==> src/rtl/irq_controller.sv <==
// N-source interrupt controller: per-source synchroniser, edge capture, pending/overflow
// tracking and fixed-priority (lowest index) service towards the rcpu irq handshake.
module irq_controller #(
  parameter int N_SRC       = 4,
  parameter int DATA_W      = 16,
  parameter int ADDR_W      = 32,
  parameter int SYNC_STAGES = 2
) (
  input  logic                    clk,
  input  logic                    rst,
  input  logic [N_SRC-1:0]        srcReq,
  input  logic [N_SRC*DATA_W-1:0] srcData,
  input  logic [N_SRC-1:0]        srcEn,
  input  logic                    intEn,
  input  logic [ADDR_W-1:0]       vecBase,
  input  logic                    turnOffIRQ,
  output logic                    irq,
  output logic [DATA_W-1:0]       intData,
  output logic [ADDR_W-1:0]       intAddr,
  output logic [3:0]              intSrc,
  output logic [N_SRC-1:0]        pending,
  output logic [N_SRC-1:0]        overflow
);

  localparam int WARM_W = $clog2(SYNC_STAGES + 1);

  typedef enum logic [1:0] {IDLE, ASSERT, GAP} state_t;

  state_t             state, state_n;
  logic [N_SRC-1:0]   sync_p [SYNC_STAGES];
  logic [N_SRC-1:0]   hist;
  logic [N_SRC-1:0]   evt;
  logic [N_SRC-1:0]   elig;
  logic [WARM_W-1:0]  warm_cnt;
  logic               warm;
  logic [DATA_W-1:0]  data_q [N_SRC];
  logic [3:0]         sel;
  logic [DATA_W-1:0]  sel_data;
  logic               load;
  logic               ack;

  assign warm = (warm_cnt == WARM_W'(SYNC_STAGES));
  assign evt  = sync_p[SYNC_STAGES-1] & ~hist & {N_SRC{warm}};
  assign elig = pending & srcEn;

  // History is forced high until the synchroniser has refilled after reset, so a
  // line already high at release needs a low-then-high before it counts as an event.
  always_ff @(posedge clk) begin
    if (!rst) begin
      for (int s = 0; s < SYNC_STAGES; s++) sync_p[s] <= '0;
      hist     <= '0;
      warm_cnt <= '0;
    end else begin
      sync_p[0] <= srcReq;
      for (int s = 1; s < SYNC_STAGES; s++) sync_p[s] <= sync_p[s-1];
      hist <= warm ? sync_p[SYNC_STAGES-1] : '1;
      if (!warm) warm_cnt <= warm_cnt + 1'b1;
    end
  end

  always_comb begin
    sel      = '0;
    sel_data = '0;
    for (int i = N_SRC - 1; i >= 0; i--) begin
      if (elig[i]) begin
        sel      = 4'(i);
        sel_data = data_q[i];
      end
    end
  end

  always_ff @(posedge clk) begin
    if (!rst) state <= IDLE;
    else      state <= state_n;
  end

  always_comb begin
    state_n = state;
    load    = 1'b0;
    ack     = 1'b0;
    case (state)
      IDLE:   if (intEn && (|elig)) begin
                load    = 1'b1;
                state_n = ASSERT;
              end
      ASSERT: if (turnOffIRQ) begin
                ack     = 1'b1;
                state_n = GAP;
              end
      GAP:    state_n = IDLE;
      default: state_n = IDLE;
    endcase
  end

  always_ff @(posedge clk) begin
    if (!rst) begin
      irq     <= 1'b0;
      intSrc  <= '0;
      intData <= '0;
      intAddr <= '0;
    end else if (load) begin
      irq     <= 1'b1;
      intSrc  <= sel;
      intData <= sel_data;
      intAddr <= vecBase + ADDR_W'(sel);
    end else if (ack) begin
      irq <= 1'b0;
    end
  end

  // An event arriving with its own ack re-arms the source: set beats clear.
  always_ff @(posedge clk) begin
    if (!rst) begin
      pending  <= '0;
      overflow <= '0;
      for (int i = 0; i < N_SRC; i++) data_q[i] <= '0;
    end else begin
      for (int i = 0; i < N_SRC; i++) begin
        if (ack && (intSrc == 4'(i))) begin
          pending[i]  <= 1'b0;
          overflow[i] <= 1'b0;
        end
        if (evt[i] && srcEn[i]) begin
          if (!pending[i] || (ack && (intSrc == 4'(i)))) begin
            pending[i] <= 1'b1;
            data_q[i]  <= srcData[i*DATA_W +: DATA_W];
          end else begin
            overflow[i] <= 1'b1;
          end
        end
      end
    end
  end

endmodule

==> config.mk <==
export PLATFORM = sky130hd
export DESIGN_NAME = irq_controller
export DESIGN_NICKNAME = d
export VERILOG_FILES = /design/src/rtl/irq_controller.sv
export SDC_FILE = /design/constraint.sdc
export NUM_CORES = 1
export LEC_CHECK = 0
export BUFFER_PORTS_ARGS = -buffer_cell sky130_fd_sc_hd__buf_2
export CAP_MARGIN = 20
export CORE_MARGIN = 2
export CORE_UTILIZATION = 40
export DETAILED_ROUTE_END_ITERATION = 10
export PLACE_DENSITY = 0.68
export SLEW_MARGIN = 20
export SYNTH_ARGS = -nofsm -noshare
export SYNTH_HDL_FRONTEND = slang
export SYNTH_SLANG_ARGS = --single-unit
==> constraint.sdc <==
create_clock -name clk -period 3.2 [get_ports clk]
set_input_delay 0.64 -clock clk [delete_from_list [all_inputs] [get_ports clk]]
set_output_delay 0.64 -clock clk [all_outputs]
set_load 0.01 [all_outputs]
### Word-level counts from Yosys, hierarchy flattened

Memory sizes are Yosys's and may differ from the RTL's.
Cells that the tools add are included.

* flip-flop bits (word level): 69
* bits in writable memories: 72
* input bits: 108
* word-level logic and storage cells: 118
* memories: 2

* add/sub/neg operators: 2
* equal/unequal tests: 7
* multiplexer cells: 66
* bitwise operators: 10
* reduce and logical (&&, ||, !) cells: 22

Memories
* data_q: depth 4, bits a word 16, read ports 4, clocked after Yosys merged registers in 0, wr ports 4, line 36 `logic [DATA_W-1:0] data_q [N_SRC];`
* sync_p: depth 2, bits a word 4, read ports 2, clocked after Yosys merged registers in 0, wr ports 2, line 30 `logic [N_SRC-1:0] sync_p [SYNC_STAGES];`

Operators with widths (number)
* $mux W16: 8
* $mux W1: 48
* $add A32 B4 Y32: 1
* $mux W4: 6
* $and A4 B4 Y4: 3
* $logic_and A1 B1 Y1: 9
* $eq A4 B2 Y1 const B: 2
* $mux W2: 3
* $or A1 B1 Y1: 6
* $eq A4 B1 Y1 const B: 1
* $logic_not A1 Y1: 4
* $logic_not A4 Y1: 1
* $logic_or A1 B1 Y1: 4
* $ne A2 B2 Y1 const B: 2
* $not A4 Y4: 1
* $pmux W2 S2: 1
* $reduce_or A4 Y1: 1
* $add A2 B1 Y2 const B: 1
* $eq A2 B1 Y1 const B: 1
* $eq A2 B2 Y1 const B: 1
* $logic_not A2 Y1: 1
* $reduce_and A2 Y1: 1
* $reduce_bool A2 Y1: 1

### Longest topological paths before layout

* depth in word-level cells: 9
* gate-level depth with buffers: 13

### Worst setup path after synthesis

No wires, ideal clock.

* path type: input to register
* start: in srcEn[2]
* end: reg intAddr[24]
* arrival time: 2958 ps
* required time: 3130 ps
* path slack: 172 ps
* cell stages on the path: 13
* path buffers: 2
* path through: and2_1 buf_2 nor2_2 buf_4 o21a_1 ha_1 inv_1 fa_1 and4b_1 and2_1 nand4_1 xor2_1 a21oi_1

* word-level cells in the longest chain between the ends: 5
* elaborated cells between the ends (all ways): 9
* those cells by class: add/sub (1); mux (5); bitwise (1); reduce/logical (2)

RTL lines
* start: declaration: line 13 `input logic [N_SRC-1:0] srcEn,`
* $and A4 B4 Y4: line 44 `assign elig = pending & srcEn;`
* $mux W4 (3 in series): line 65 `if (elig[i]) begin`
* via sel[0]: line 37 `logic [3:0] sel;`
* $add A32 B4 Y32: line 105 `intAddr <= vecBase + ADDR_W'(sel);`
* end signal: assignment: line 105
* end: declaration: line 19 `output logic [ADDR_W-1:0] intAddr,`

The timed path passes the listed nets, and every way through them passes these cells.
A chain may end at the register's enable or synchronous reset.

### Worst setup path in the final report

* start: reg pending[1]
* end: reg intAddr[30]

* word-level cells in the longest chain between the ends: 5
* elaborated cells between the ends (all ways): 8
* those cells by class: add/sub (1); mux (4); bitwise (1); reduce/logical (2)

RTL lines
* start: declaration: line 21 `output logic [N_SRC-1:0] pending,`
* start signal: assignment: line 114 `pending <= '0;`
* start signal: indexed assignment: line 120 `pending[i] <= 1'b0;`
* start signal: indexed assignment: line 125 `pending[i] <= 1'b1;`
* $and A4 B4 Y4 (*): line 44
* parallel branches: the longest is 4 deep, another holds $add A32 B4 Y32

Mark *: on every way between the ends.

==> results by group <==
Placed design
  • Routability cong.: 0.885
  • Input/output buffers: 166
  • Pre-CTS setup slack: 0.205 ns
  • Placed wire-length estimate: 11000 um
  • Placed Area: 0.00698 mm2

Timing
  • Setup ws final: 0.587 ns
  • Setup_tns: 0 ns
  • Unrepaired setup endpoints after global routing: false
  • Fin crit period: 2.61 ns
  • Worst slew pin tran: 0.883 ns
  • Slew HR: 40.9%
  • Clk_skew: 0.00684 ns
  • Fin. max-slew vios: 0
  • Hold slack: 0.428 ns
  • Final hold violations: 0
  • Final setup vio count: 0
  • Max Fclk: 0.383 GHz
  • Tcrit/Tclk final: 81.7%

Setup path
  • Worst Setup Start Kind: register
  • CP Capture Type: register
  • Crit path required time: 3.55 ns
  • Critical Path AT: 2.96 ns
  • Setup CP Type: reg2reg
  • Crit Path Max Fanout: 5

Final layout
  • Syn-to-layout area delta: 25.2%
  • Register area: 0.00342 mm2
  • Ratio of cells with drive above 1 in the final layout: 28.3%
  • Post-route cell area: 0.00748 mm2
  • Fill cells: 1324
  • Multi-input logic area: 0.00237 mm2
  • Post-Route Utilization: 51.3%
  • Fin nets: 844

Clock tree
  • Root Driver: clkbuf_16
  • Setup Buffers After CTS: 0
  • Post-CTS Resized: 0
  • CTS Buffer Depth: 2
  • CTS Buf Count: 17
  • CTS sink cnt: 139
  • # hold bufs at CTS: 0
  • Latest clock arrival within the worst-skew pair: 0.42 ns
  • Clock slew at reported path FFs: 0.06 ns
  • H-tree Lvls: 4
  • CTS tree: built

Yosys
  • Yosys cell types: 48
  • Seq cells post-synth: 139
  • Ys Warns: 0
  • Main synth FF type: dfxtp_1
  • Post-synth EDFFs: 64
  • Average cell area after synthesis: 10.6 um2
  • Ys async rst share: 0%
  • Seq/Total Area, Yosys: 57.3%
  • Post-Syn Instances: 566
  • Cell Area, Synth: 0.00598 mm2

Route
  • Number of DRC markers in iteration 0: 307
  • Routed len/inst: 16.3 um
  • Total number of vias: 4809
  • DRC viols: 0
  • Via density per instance: 5.17
  • Antenna Violating Nets Remaining: 0
  • Aggregate routed wire length: 15200 um
  • DRT Pass-1 Iters: 4

Global route
  • Routing usage on met2: 31.6%
  • Largest net degree at the start of global routing: 64
  • M3 GR Usage: 6.80%
  • Tot GR Track Use: 19.4%
  • Most used routing layer: met2
  • Initial antenna violation count: 1
  • Global-route wire length before repair: 24100 um
  • Vias in the first global route: 4715
  • Met1 Use GR: 24.2%
  • Congestion Overflow GR: 0

Die
  • Die area: 0.0159 mm2
  • Num ports: 169
  • Die height: 126 um
  • Initial Util: 41.0%
  • FP Rows: 44
  • Core ar.: 0.0146 mm2
  • Die width: 126 um

Power and ir drop
  • Static Leak: 3.06 nW
  • IR drop worst, VDD: 0.427 mV
  • Cell Pwr Density: 521 mW/mm2

Flow run
  • Max-Cap Viols: 0

Run status
  • Status: finished, final reports clean

Worst hold path
  • Hold WC Path Type: in2reg
stage by stage:
stage / std cells / power [W]
detailed placement: 897 / 0.00227
global route: 929 / 0.00405
global placement: 897 / 0.00225
CTS: 929 / 0.00392
floorplan: 567 / 0.00213
finish: 930 / 0.00390
cell usage in the layout (no fill, tap or decap), types with 12 or more instances in the layout:
cell	instances
xor2_1	20
clkbuf_16	17
dfxtp_1	75
a21oi_1	52
o22ai_1	16
nand2_1	51
a221oi_1	16
and2_1	77
nor2_1	25
a211oi_1	12
edfxtp_1	64
o21ai_0	21
or3_1	19
buf_2	166
critical path: stages, from the launching register on:
cell	delay, ns
dfxtp_1	0.34
and2_1	0.20
a21oi_1	0.30
nand2_1	0.17
fa_1	0.48
and4b_1	0.36
and2_1	0.25
nand4_1	0.14
xor2_1	0.16
a21oi_1	0.15
cells in the mapped netlist, types with 9 or more instances:
cell type | number | area share [%]
a211oi_1 | 12 | 1.5
a21oi_1 | 52 | 4.4
a221oi_1 | 16 | 2.3
and2_1 | 77 | 8.1
clkbuf_1 | 19 | 1.2
dfxtp_1 | 75 | 25
edfxtp_1 | 64 | 32
inv_1 | 11 | 0.69
nand2_1 | 51 | 3.2
nand4_1 | 9 | 0.94
nor2_1 | 25 | 1.6
o21ai_0 | 21 | 1.8
o22ai_1 | 16 | 1.7
or3_1 | 19 | 2.0
xnor2_1 | 9 | 1.3
xor2_1 | 20 | 2.9
per-layer routing:
metal	share of wire (%)	vias to the layer above
li1	-	2366
met1	42	2255
met2	48	164
met3	8.2	24
met4	1.8	0
met5	0	-
state kept, by name (all words and copies together), names as in the netlist:
register / flops
hist: 4
intData: 16
state: 2
sync_p: 8
intAddr: 32
data_q: 64
overflow: 4
irq: 1
intSrc: 2
warm_cnt: 2
pending: 4
logic make-up (layout without fill, tap and decap cells):
kind of cell,count (synthesis),in the layout,synth area share [%]
compound gates,124,124,12.6
buf+inv,43,221,3.24
fa+ha+maj,4,4,0.963
xor+xnor,29,29,4.25
simple gates,226,226,21.6
other cells,1,3,0.0627
flops,139,139,57.3
power by group:
group / switching (W) / total, W / internal, W
Sequential: 0.0000261 / 0.00196 / 0.00193
Clock: 0.000698 / 0.00167 / 0.000968
Combinational: 0.000160 / 0.000273 / 0.000113
cell type report:
class / count / area share, %
multi-input cells: 385 / 31.7
clock buffers: 21 / 5.89
repair buffers: 177 / 12.2
clock inverters: 11 / 0.736
well taps: 184 / 3.08
flip-flops and latches: 139 / 45.8
diodes: 1 / 0.0335
inverters: 12 / 0.602
path summary, 6_finish.rpt:
| check | start | end | slack, ns | cells past startpoint |
|---|---|---|---|---|
| hold reg to reg | sync_p[0][0] | sync_p[0][4] | 0.43 | 1 |
| setup reg to reg | pending[1] | intAddr[30] | 0.59 | 9 |
| setup / recovery | pending[1] | intAddr[30] | 0.59 | 9 |
| hold / removal | srcReq[2] | sync_p[0][2] | 0.43 | 2 |
Power figures use the tool's default switching activity.
